### src/rtl/osd_wb_pkg.sv
// Wishbone registered-feedback encodings shared by the OSD bus adapters,
// plus the MAM-to-Wishbone adapter state type and a CTI helper.
package osd_wb_pkg;

    localparam logic [2:0] CTI_CLASSIC = 3'b000;
    localparam logic [2:0] CTI_INCR    = 3'b010;
    localparam logic [2:0] CTI_EOB     = 3'b111;
    localparam logic [1:0] BTE_LINEAR  = 2'b00;

    typedef enum logic [2:0] {
        ST_IDLE,
        ST_WR_DATA,
        ST_WR_BUS,
        ST_RD_BUS,
        ST_RD_HOLD
    } mam_wb_state_t;

    // CTI for the beat about to be issued; remaining counts this beat.
    function automatic logic [2:0] beat_cti(input logic burst, input logic [13:0] remaining);
        if (!burst) return CTI_CLASSIC;
        return (remaining == 14'd1) ? CTI_EOB : CTI_INCR;
    endfunction

endpackage

### src/rtl/mam_wb_adapter_if.sv
// MAM request/data channels and the Wishbone B3 master bus.
// Handshakes: a transfer happens on a rising edge where valid and ready are both high.
interface mam_if #(parameter int DATA_WIDTH = 16, parameter int ADDR_WIDTH = 32);
    logic                    req_valid;
    logic                    req_ready;
    logic                    req_rw;
    logic [ADDR_WIDTH-1:0]   req_addr;
    logic                    req_burst;
    logic [13:0]             req_beats;
    logic                    write_valid;
    logic                    write_ready;
    logic [DATA_WIDTH-1:0]   write_data;
    logic [DATA_WIDTH/8-1:0] write_strb;
    logic                    read_valid;
    logic                    read_ready;
    logic [DATA_WIDTH-1:0]   read_data;

    modport master (
        output req_valid, req_rw, req_addr, req_burst, req_beats,
        output write_valid, write_data, write_strb, read_ready,
        input  req_ready, write_ready, read_valid, read_data
    );
    modport slave (
        input  req_valid, req_rw, req_addr, req_burst, req_beats,
        input  write_valid, write_data, write_strb, read_ready,
        output req_ready, write_ready, read_valid, read_data
    );
endinterface

interface wb_if #(parameter int DATA_WIDTH = 16, parameter int ADDR_WIDTH = 32);
    logic                    wb_cyc_o;
    logic                    wb_stb_o;
    logic                    wb_we_o;
    logic [ADDR_WIDTH-1:0]   wb_adr_o;
    logic [DATA_WIDTH-1:0]   wb_dat_o;
    logic [DATA_WIDTH/8-1:0] wb_sel_o;
    logic [2:0]              wb_cti_o;
    logic [1:0]              wb_bte_o;
    logic                    wb_ack_i;
    logic                    wb_err_i;
    logic [DATA_WIDTH-1:0]   wb_dat_i;

    modport master (
        output wb_cyc_o, wb_stb_o, wb_we_o, wb_adr_o, wb_dat_o, wb_sel_o, wb_cti_o, wb_bte_o,
        input  wb_ack_i, wb_err_i, wb_dat_i
    );
    modport slave (
        input  wb_cyc_o, wb_stb_o, wb_we_o, wb_adr_o, wb_dat_o, wb_sel_o, wb_cti_o, wb_bte_o,
        output wb_ack_i, wb_err_i, wb_dat_i
    );
endinterface

### src/rtl/mam_wb_adapter.sv
// Bridges MAM single/burst requests onto a Wishbone master bus, one beat at a time,
// with all bus outputs and read data registered.
module mam_wb_adapter
    import osd_wb_pkg::*;
#(
    parameter int DATA_WIDTH = 16,
    parameter int ADDR_WIDTH = 32
) (
    input  logic          clk,
    input  logic          rst,
    mam_if.slave          mam,
    wb_if.master          wb,
    output mam_wb_state_t dbg_state
);

    localparam int STRB_WIDTH = DATA_WIDTH / 8;
    localparam logic [ADDR_WIDTH-1:0] ADDR_STEP = ADDR_WIDTH'(STRB_WIDTH);

    mam_wb_state_t           state_q;
    logic [13:0]             beats_q;
    logic                    burst_q;
    logic                    cyc_q, stb_q, we_q;
    logic [ADDR_WIDTH-1:0]   adr_q;
    logic [DATA_WIDTH-1:0]   dat_q;
    logic [STRB_WIDTH-1:0]   sel_q;
    logic [2:0]              cti_q;
    logic [DATA_WIDTH-1:0]   rdata_q;

    logic        beat_done;
    logic [13:0] req_count;

    // err wins over ack; responses while stb is low never count as a beat.
    assign beat_done = stb_q & (wb.wb_ack_i | wb.wb_err_i);
    assign req_count = (!mam.req_burst || mam.req_beats == 14'd0) ? 14'd1 : mam.req_beats;

    assign mam.req_ready   = (state_q == ST_IDLE);
    assign mam.write_ready = (state_q == ST_WR_DATA);
    assign mam.read_valid  = (state_q == ST_RD_HOLD);
    assign mam.read_data   = rdata_q;

    assign wb.wb_cyc_o = cyc_q;
    assign wb.wb_stb_o = stb_q;
    assign wb.wb_we_o  = we_q;
    assign wb.wb_adr_o = adr_q;
    assign wb.wb_dat_o = dat_q;
    assign wb.wb_sel_o = sel_q;
    assign wb.wb_cti_o = cti_q;
    assign wb.wb_bte_o = BTE_LINEAR;

    assign dbg_state = state_q;

    always_ff @(posedge clk) begin
        if (rst) begin
            state_q <= ST_IDLE;
            beats_q <= '0;
            burst_q <= 1'b0;
            cyc_q   <= 1'b0;
            stb_q   <= 1'b0;
            we_q    <= 1'b0;
            adr_q   <= '0;
            dat_q   <= '0;
            sel_q   <= '0;
            cti_q   <= CTI_CLASSIC;
            rdata_q <= '0;
        end else begin
            case (state_q)
                ST_IDLE: begin
                    if (mam.req_valid) begin
                        burst_q <= mam.req_burst;
                        adr_q   <= mam.req_addr;
                        beats_q <= req_count;
                        if (mam.req_rw) begin
                            state_q <= ST_WR_DATA;
                        end else begin
                            cyc_q   <= 1'b1;
                            stb_q   <= 1'b1;
                            we_q    <= 1'b0;
                            sel_q   <= '1;
                            cti_q   <= beat_cti(mam.req_burst, req_count);
                            state_q <= ST_RD_BUS;
                        end
                    end
                end
                ST_WR_DATA: begin
                    if (mam.write_valid) begin
                        dat_q   <= mam.write_data;
                        sel_q   <= burst_q ? '1 : mam.write_strb;
                        cyc_q   <= 1'b1;
                        stb_q   <= 1'b1;
                        we_q    <= 1'b1;
                        cti_q   <= beat_cti(burst_q, beats_q);
                        state_q <= ST_WR_BUS;
                    end
                end
                ST_WR_BUS: begin
                    if (beat_done) begin
                        stb_q   <= 1'b0;
                        beats_q <= beats_q - 14'd1;
                        adr_q   <= adr_q + ADDR_STEP;
                        if (beats_q == 14'd1) begin
                            cyc_q   <= 1'b0;
                            we_q    <= 1'b0;
                            state_q <= ST_IDLE;
                        end else begin
                            state_q <= ST_WR_DATA;
                        end
                    end
                end
                ST_RD_BUS: begin
                    if (beat_done) begin
                        rdata_q <= wb.wb_err_i ? '0 : wb.wb_dat_i;
                        stb_q   <= 1'b0;
                        beats_q <= beats_q - 14'd1;
                        adr_q   <= adr_q + ADDR_STEP;
                        state_q <= ST_RD_HOLD;
                    end
                end
                ST_RD_HOLD: begin
                    // beats_q already counts the beat just delivered.
                    if (mam.read_ready) begin
                        if (beats_q == 14'd0) begin
                            cyc_q   <= 1'b0;
                            state_q <= ST_IDLE;
                        end else begin
                            stb_q   <= 1'b1;
                            cti_q   <= beat_cti(burst_q, beats_q);
                            state_q <= ST_RD_BUS;
                        end
                    end
                end
                default: state_q <= ST_IDLE;
            endcase
        end
    end

endmodule

### src/flat_wrapper.sv
// flat-port wrapper written by rule: the top's interface ports become plain ports
module mam_wb_adapter_flat import osd_wb_pkg::*;
#(
    parameter int DATA_WIDTH = 16,
    parameter int ADDR_WIDTH = 32
)
  (clk, rst, dbg_state, mam_req_valid, mam_req_rw, mam_req_addr, mam_req_burst, mam_req_beats, mam_write_valid, mam_write_data, mam_write_strb, mam_read_ready, mam_req_ready, mam_write_ready, mam_read_valid, mam_read_data, wb_wb_cyc_o, wb_wb_stb_o, wb_wb_we_o, wb_wb_adr_o, wb_wb_dat_o, wb_wb_sel_o, wb_wb_cti_o, wb_wb_bte_o, wb_wb_ack_i, wb_wb_err_i, wb_wb_dat_i);
  mam_if #(.DATA_WIDTH(DATA_WIDTH), .ADDR_WIDTH(ADDR_WIDTH)) mam_i ();
  wb_if #(.DATA_WIDTH(DATA_WIDTH), .ADDR_WIDTH(ADDR_WIDTH)) wb_i ();
  input  logic clk;
  input  logic rst;
  output mam_wb_state_t dbg_state;
  input wire logic [$bits(mam_i.req_valid)-1:0] mam_req_valid;
  input wire logic [$bits(mam_i.req_rw)-1:0] mam_req_rw;
  input wire logic [$bits(mam_i.req_addr)-1:0] mam_req_addr;
  input wire logic [$bits(mam_i.req_burst)-1:0] mam_req_burst;
  input wire logic [$bits(mam_i.req_beats)-1:0] mam_req_beats;
  input wire logic [$bits(mam_i.write_valid)-1:0] mam_write_valid;
  input wire logic [$bits(mam_i.write_data)-1:0] mam_write_data;
  input wire logic [$bits(mam_i.write_strb)-1:0] mam_write_strb;
  input wire logic [$bits(mam_i.read_ready)-1:0] mam_read_ready;
  output wire logic [$bits(mam_i.req_ready)-1:0] mam_req_ready;
  output wire logic [$bits(mam_i.write_ready)-1:0] mam_write_ready;
  output wire logic [$bits(mam_i.read_valid)-1:0] mam_read_valid;
  output wire logic [$bits(mam_i.read_data)-1:0] mam_read_data;
  output wire logic [$bits(wb_i.wb_cyc_o)-1:0] wb_wb_cyc_o;
  output wire logic [$bits(wb_i.wb_stb_o)-1:0] wb_wb_stb_o;
  output wire logic [$bits(wb_i.wb_we_o)-1:0] wb_wb_we_o;
  output wire logic [$bits(wb_i.wb_adr_o)-1:0] wb_wb_adr_o;
  output wire logic [$bits(wb_i.wb_dat_o)-1:0] wb_wb_dat_o;
  output wire logic [$bits(wb_i.wb_sel_o)-1:0] wb_wb_sel_o;
  output wire logic [$bits(wb_i.wb_cti_o)-1:0] wb_wb_cti_o;
  output wire logic [$bits(wb_i.wb_bte_o)-1:0] wb_wb_bte_o;
  input wire logic [$bits(wb_i.wb_ack_i)-1:0] wb_wb_ack_i;
  input wire logic [$bits(wb_i.wb_err_i)-1:0] wb_wb_err_i;
  input wire logic [$bits(wb_i.wb_dat_i)-1:0] wb_wb_dat_i;
  assign mam_i.req_valid = mam_req_valid;
  assign mam_i.req_rw = mam_req_rw;
  assign mam_i.req_addr = mam_req_addr;
  assign mam_i.req_burst = mam_req_burst;
  assign mam_i.req_beats = mam_req_beats;
  assign mam_i.write_valid = mam_write_valid;
  assign mam_i.write_data = mam_write_data;
  assign mam_i.write_strb = mam_write_strb;
  assign mam_i.read_ready = mam_read_ready;
  assign mam_req_ready = mam_i.req_ready;
  assign mam_write_ready = mam_i.write_ready;
  assign mam_read_valid = mam_i.read_valid;
  assign mam_read_data = mam_i.read_data;
  assign wb_wb_cyc_o = wb_i.wb_cyc_o;
  assign wb_wb_stb_o = wb_i.wb_stb_o;
  assign wb_wb_we_o = wb_i.wb_we_o;
  assign wb_wb_adr_o = wb_i.wb_adr_o;
  assign wb_wb_dat_o = wb_i.wb_dat_o;
  assign wb_wb_sel_o = wb_i.wb_sel_o;
  assign wb_wb_cti_o = wb_i.wb_cti_o;
  assign wb_wb_bte_o = wb_i.wb_bte_o;
  assign wb_i.wb_ack_i = wb_wb_ack_i;
  assign wb_i.wb_err_i = wb_wb_err_i;
  assign wb_i.wb_dat_i = wb_wb_dat_i;
  mam_wb_adapter #(.DATA_WIDTH(DATA_WIDTH), .ADDR_WIDTH(ADDR_WIDTH)) u_core (.clk(clk), .rst(rst), .mam(mam_i), .wb(wb_i), .dbg_state(dbg_state));
endmodule
### config.mk
export PLATFORM = sky130hd
export DESIGN_NAME = mam_wb_adapter_flat
export DESIGN_NICKNAME = d
export VERILOG_FILES = /design/src/rtl/osd_wb_pkg.sv /design/src/rtl/mam_wb_adapter_if.sv /design/src/rtl/mam_wb_adapter.sv /design/src/flat_wrapper.sv
export SDC_FILE = /design/constraint.sdc
export NUM_CORES = 1
export LEC_CHECK = 0
export CORE_MARGIN = 4
export CORE_UTILIZATION = 45
export CTS_CLUSTER_SIZE = 24
export DETAILED_ROUTE_END_ITERATION = 16
export PLACE_DENSITY = 0.8
export SETUP_SLACK_MARGIN = 0.3
export SYNTH_ARGS = -nofsm -noshare
export SYNTH_HDL_FRONTEND = slang
export SYNTH_SLANG_ARGS = --single-unit
### constraint.sdc
create_clock -name clk -period 2.9 [get_ports clk]
set_input_delay 0.87 -clock clk [delete_from_list [all_inputs] [get_ports clk]]
set_output_delay 0.87 -clock clk [all_outputs]
set_load 0.1 [all_outputs]
Word level (Yosys, flattened, before mapping)
Index checks and enable logic that the tools add are counted.
Storage, ports and cells
  bits in registers: 90
  output and inout port bits: 80
  word-level logic and storage cells: 116
Operators by class
  add/sub/neg operators: 2
  eq/ne operators: 16
  multiplexer cells: 63
  bitwise operators: 2
  reductions and logical operators: 22
Operators with widths (count)
  32-bit 2-to-1 mux: 2
  32-bit case mux with 2 select lines: 1
  3-bit 2-to-1 mux: 17
  14-bit 2-to-1 mux: 3
  32-bit by 2-bit adder with 32-bit output (second input constant): 1
  14-bit by 1-bit == test with 1-bit output (second input constant): 2
  14-bit zero test: 2
  14-bit case mux with 2 select lines: 1
  1-bit 2-to-1 mux: 26
  16-bit 2-to-1 mux: 1
  3-bit case mux with 5 select lines: 1
  14-bit by 1-bit subtractor with 14-bit output (second input constant): 1
  2-bit 2-to-1 mux: 6
  6-bit AND reduction: 2
  2-bit by 1-bit != test with 1-bit output (second input constant): 5
  2-bit != test (second input constant): 5
  3-bit case mux with 3 select lines: 1
  1-bit case mux with 4 select lines: 2
  8-bit AND reduction: 1
  4-bit nonzero test: 2
  7-bit AND reduction: 1
  3-bit by 2-bit == test with 1-bit output (second input constant): 2
  2-bit AND reduction: 3
  3-bit nonzero test: 2
  other kinds (14): 15

Longest topological paths before layout
  depth after elaboration: 9
  mapped depth: 7
  mapped depth without buffers: 7

Worst setup path after synthesis
Ideal clock, no wire load.
  path kind: reg-to-output
  from: register u_core.state_q[0], in the netlist u_core.dbg_state[0]
  to: output mam_req_ready
  arrival time: 3.085 ns
  data required time: 2.030 ns
  slack: -1.055 ns
  cell stages (with the launch flop): 3
  path buffers: 1
  cell sequence: dfxtp_1 -> clkbuf_1 -> nor3_1
On the way
  word-level cells in the longest chain between the ends: 1
Ends and longest elaborated chain
  start: declaration: RTL line mam_wb_adapter.sv:19  | mam_wb_state_t state_q;
  start signal: assignment: RTL line mam_wb_adapter.sv:54  | state_q <= ST_IDLE;
  start signal: assignment: RTL line mam_wb_adapter.sv:73  | state_q <= ST_WR_DATA;
  start signal: assignment: RTL line mam_wb_adapter.sv:80  | state_q <= ST_RD_BUS;
  3-bit zero test: RTL line mam_wb_adapter.sv:36  | assign mam.req_ready = (state_q == ST_IDLE);
  end: declaration: RTL line flat_wrapper.sv:22  | output wire logic [$bits(mam_i.req_ready)-1:0] mam_req_ready;
No other way between the ends.

Worst setup path in the final report
  from: input mam_req_valid
  to: register u_core.beats_q[6]
On the way
  word-level cells in the longest chain between the ends: 2
Ends and longest elaborated chain
  start: declaration: RTL line flat_wrapper.sv:13  | input wire logic [$bits(mam_i.req_valid)-1:0] mam_req_valid;
  2-bit != test (no line)
  3-bit AND reduction (no line)
  end signal: assignment: RTL line mam_wb_adapter.sv:71  | beats_q <= req_count;
  end signal: assignment: RTL line mam_wb_adapter.sv:98  | beats_q <= beats_q - 14'd1;
  end signal: assignment: RTL line mam_wb_adapter.sv:113  | beats_q <= beats_q - 14'd1;
  end: declaration: RTL line mam_wb_adapter.sv:20  | logic [13:0] beats_q;
No other way between the ends.
A chain may end at the register's enable or synchronous reset.

==> results.py <==
metrics = {
    "power": {
        "combPwrFrac_pct": 58.4,
        "p_leak_uw": 0.002444,
        "pwr_density_cell_nw_per_um2": 1021,
        "ir_drop_uv": 494.7,
        "p_int_uw": 3015,
        "power_frac_seq_pct": 27.9,
        "power.switching_uw": 3710,
        "swShare_pct": 55.17,
        "clock_power_share_pct": 13.7,
    },
    "yosys": {
        "synthCells": 623,
        "synth_cell_type_count": 63,
        "synth_area_um2": 4715,
        "ys_seq_area_share_pct": 37.79,
        "async_reset_ff_share_pct": 0,
        "synthTopCellsByArea": "dfxtp_1 38%, a21oi_1 7.6%, nand2_1 7.4%",
        "ys.flop_type": "dfxtp_1",
        "syn_area_per_cell_um2": 7.567,
        "ys_warn_count": 0,
        "ys_top_cells_by_count": "93 x nand2_1, 89 x dfxtp_1, 72 x a21oi_1",
        "yosysMostFrequentCell": "nand2_1",
        "ys_seq_elements": 89,
        "yosysTopAreaCell": "dfxtp_1",
        "yosys.area.top_type_share_pct": 37.79,
        "synth_edf_count": 0,
    },
    "floorplan": {
        "start_util_pct": 45.87,
        "ios": 169,
        "die_w_um": 110.4,
        "dieArea_um2": 12180,
        "coreArea_um2": 10280,
        "die_h_um": 110.4,
        "rows": 37,
    },
    "sta": {
        "fmax_ghz": 0.4084,
        "fin_skew_ns": 0.01025,
        "worst_pin_slew_ns": 0.6161,
        "report.final.hold_viol_count": 0,
        "slew-limit-headroom_pct": 58.81,
        "setup_violations": 0,
        "slew_viol_final": 0,
        "rsz0062_at_grt": "false",
        "min_period_ns": 2.449,
        "fin_crit_sh_pct": 84.43,
        "setup_tns_ns": 0,
    },
    "layout": {
        "final_area_um2": 6588,
        "final_nets": 866,
        "num-fill-cells": 930,
        "diodes": 0,
        "synthToLayoutAreaGrowth_pct": 39.73,
        "regArea_um2": 1794,
        "multi_input_area_um2": 2716,
        "drive_above_1_share_pct": 18.61,
    },
    "global_route": {
        "gr-usage-met3_pct": 4.135,
        "grt_pass1_vias": 4778,
        "grt_usage_pct": 24.49,
        "globalRouteMet1Util_pct": 32.72,
        "grt_max_degree": 45,
        "grt_remaining_overflow": 0,
        "met2_usage_pct": 40.77,
        "top_usage_layer": "met2",
        "grt_first_pass_wirelength_um": 24010,
        "antenna_found_initial": 0,
    },
    "worst_setup_path": {
        "crit_end": "u_core.beats_q[6]",
        "path_cells": "clkdlybuf4s50_1 > or4b_1 > o21ai_4 > buf_4 > o21ai_0 > nor2b_1 > nor4_1",
        "r2r_start": "u_core.beats_q[1]",
        "end_kind": "flop",
        "slowest_delay_ns": 0.53,
        "reg2regPathDepth": 6,
        "crit_path_top_delay_cell": "clkdlybuf4s50_1",
        "critPathLaunchType": "input pin",
        "cp-startpoint": "mam_req_valid",
        "worstPathArrival_ns": 2.72,
        "cp.required_ns": 3.17,
        "crit_fanout": 12,
        "reg2reg_slack_ns": 0.56,
        "crit_type": "in2reg",
        "r2r-end": "u_core.wb.wb_cti_o[0]",
    },
    "clock_tree": {
        "post_cts_resized": 0,
        "clock-root-buffer": "clkbuf_8",
        "h-tree-depth": 3,
        "clock_path_buffers": 2,
        "numCtsBuffers": 9,
        "cts_tree": "done",
        "post_cts_buffers": 0,
        "ctsHoldBuffers": 0,
        "clkLatencyLatePin_ns": 0.36,
        "path_clk_slew_ns": 0.09,
        "clock_sinks": 89,
    },
    "detailed_routing": {
        "first_pass_iters": 5,
        "vias": 5340,
        "wl_per_cell_um": 17.01,
        "vias_per_cell": 5.836,
        "drcViolationCount": 0,
        "drtIter0Drc": 467,
        "routed_wl_um": 15570,
        "ant_nets": 0,
    },
    "placement": {
        "gp_congestion": 0.8909,
        "port_buffers": 166,
        "placed_area_um2": 6374,
        "dp_hpwl_um": 11300,
    },
    "status": {
        "status": "finished clean",
    },
    "min_path": {
        "hp-class": "reg2reg",
    },
    "job": {
        "drv_cap": 0,
    },
}
[final cells by class]
cell class	count	area share (%)
repair buffers	187	24.96
inverters	12	0.7407
flip-flops and latches	89	27.24
multi-input cells	475	41.23
clock buffers	11	2.298
well taps	136	2.583
clock inverters	5	0.9497
[critical path: cells and delay by family]
kind,cells,cell delay (ns)
AO/OA/AOI/OAI,2,0.19
AND/OR/NAND/NOR,3,0.91
buffers and inverters,2,0.74
[worst min-delay path by stage]
stage,start,end,slack [ns],cells after the start
detailed placement,u_core.mam.read_data[2],u_core.mam.read_data[2],0.45,2
floorplan,u_core.beats_q[13],u_core.beats_q[13],0.45,2
CTS,u_core.mam.read_data[13],u_core.mam.read_data[13],0.46,2
finish,u_core.mam.read_data[13],u_core.mam.read_data[13],0.46,2
global route,u_core.mam.read_data[15],u_core.mam.read_data[15],0.48,2
global placement,u_core.mam.read_data[7],u_core.mam.read_data[7],0.44,2
[cells in the final DEF, fill, tap and decap left out, drive strengths merged, types with 15 or more instances in the layout]
master / Yosys / routed
a21oi: 72 / 72
buf: 12 / 100
clkdlybuf4s50: 0 / 87
dfxtp: 89 / 89
nand2: 93 / 93
nand3: 18 / 18
nand3b: 17 / 17
nand4: 15 / 15
nor2: 51 / 51
nor3: 23 / 23
o21ai: 42 / 42
[routing by layer]
metal	share of wire [%]	routed length [um]
met5	0	0
met4	1.3	200
met3	7.6	1190
met2	50	7813
met1	41	6362
[stage by stage]
| stage | utilization [%] | setup WS [ns] | hold WS, ns | power (uW) | std cells |
|---|---|---|---|---|---|
| 3_5_place_dp | 62.02 | 0.09230 | 0.4467 | 5784 | 899 |
| 2_1_floorplan | - | 0.3101 | 0.4507 | 4787 | 624 |
| 5_1_grt | 64.10 | 0.3455 | 0.4823 | 7053 | 915 |
| 6_report | 64.10 | 0.4514 | 0.4583 | 6726 | 915 |
| 3_3_place_gp | 62.02 | 0.1117 | 0.4413 | 5705 | 899 |
| 4_1_cts | 64.10 | 0.4608 | 0.4595 | 6706 | 915 |
[kinds of logic after synthesis]
kind of cell             count (synthesis)  share of synthesized area (%)
AO/OA/AOI/OAI                          192                          25.74
XOR/XNOR                                 1                         0.1858
adder cells (fa/ha/maj)                  3                         0.7963
buffers and inverters                   60                          5.255
flip-flops                              89                          37.79
multiplexers                             4                         0.9288
other                                    1                        0.07954
AND/OR/NAND/NOR                        273                          29.22
[sequential cells by signal, indices dropped and copies added, names as in the netlist]
register              count
u_core.wb.wb_cti_o        2
u_core.wb.wb_stb_o        1
u_core.wb.wb_dat_o       16
u_core.wb.wb_sel_o        2
u_core.wb.wb_adr_o       32
u_core.beats_q           14
u_core.dbg_state          3
u_core.burst_q            1
u_core.mam.read_data     16
u_core.wb.wb_we_o         1
u_core.wb.wb_cyc_o        1
[power by group through the flow]
stage	registers (uW)	logic [uW]	clock network, uW
after floorplan	3290	1500	0
after global placement	1870	3830	0
after detailed placement	1890	3890	0
after CTS	1870	3910	933
after global routing	1930	4140	982
final	1880	3930	921
Power figures use the tool's default switching activity.
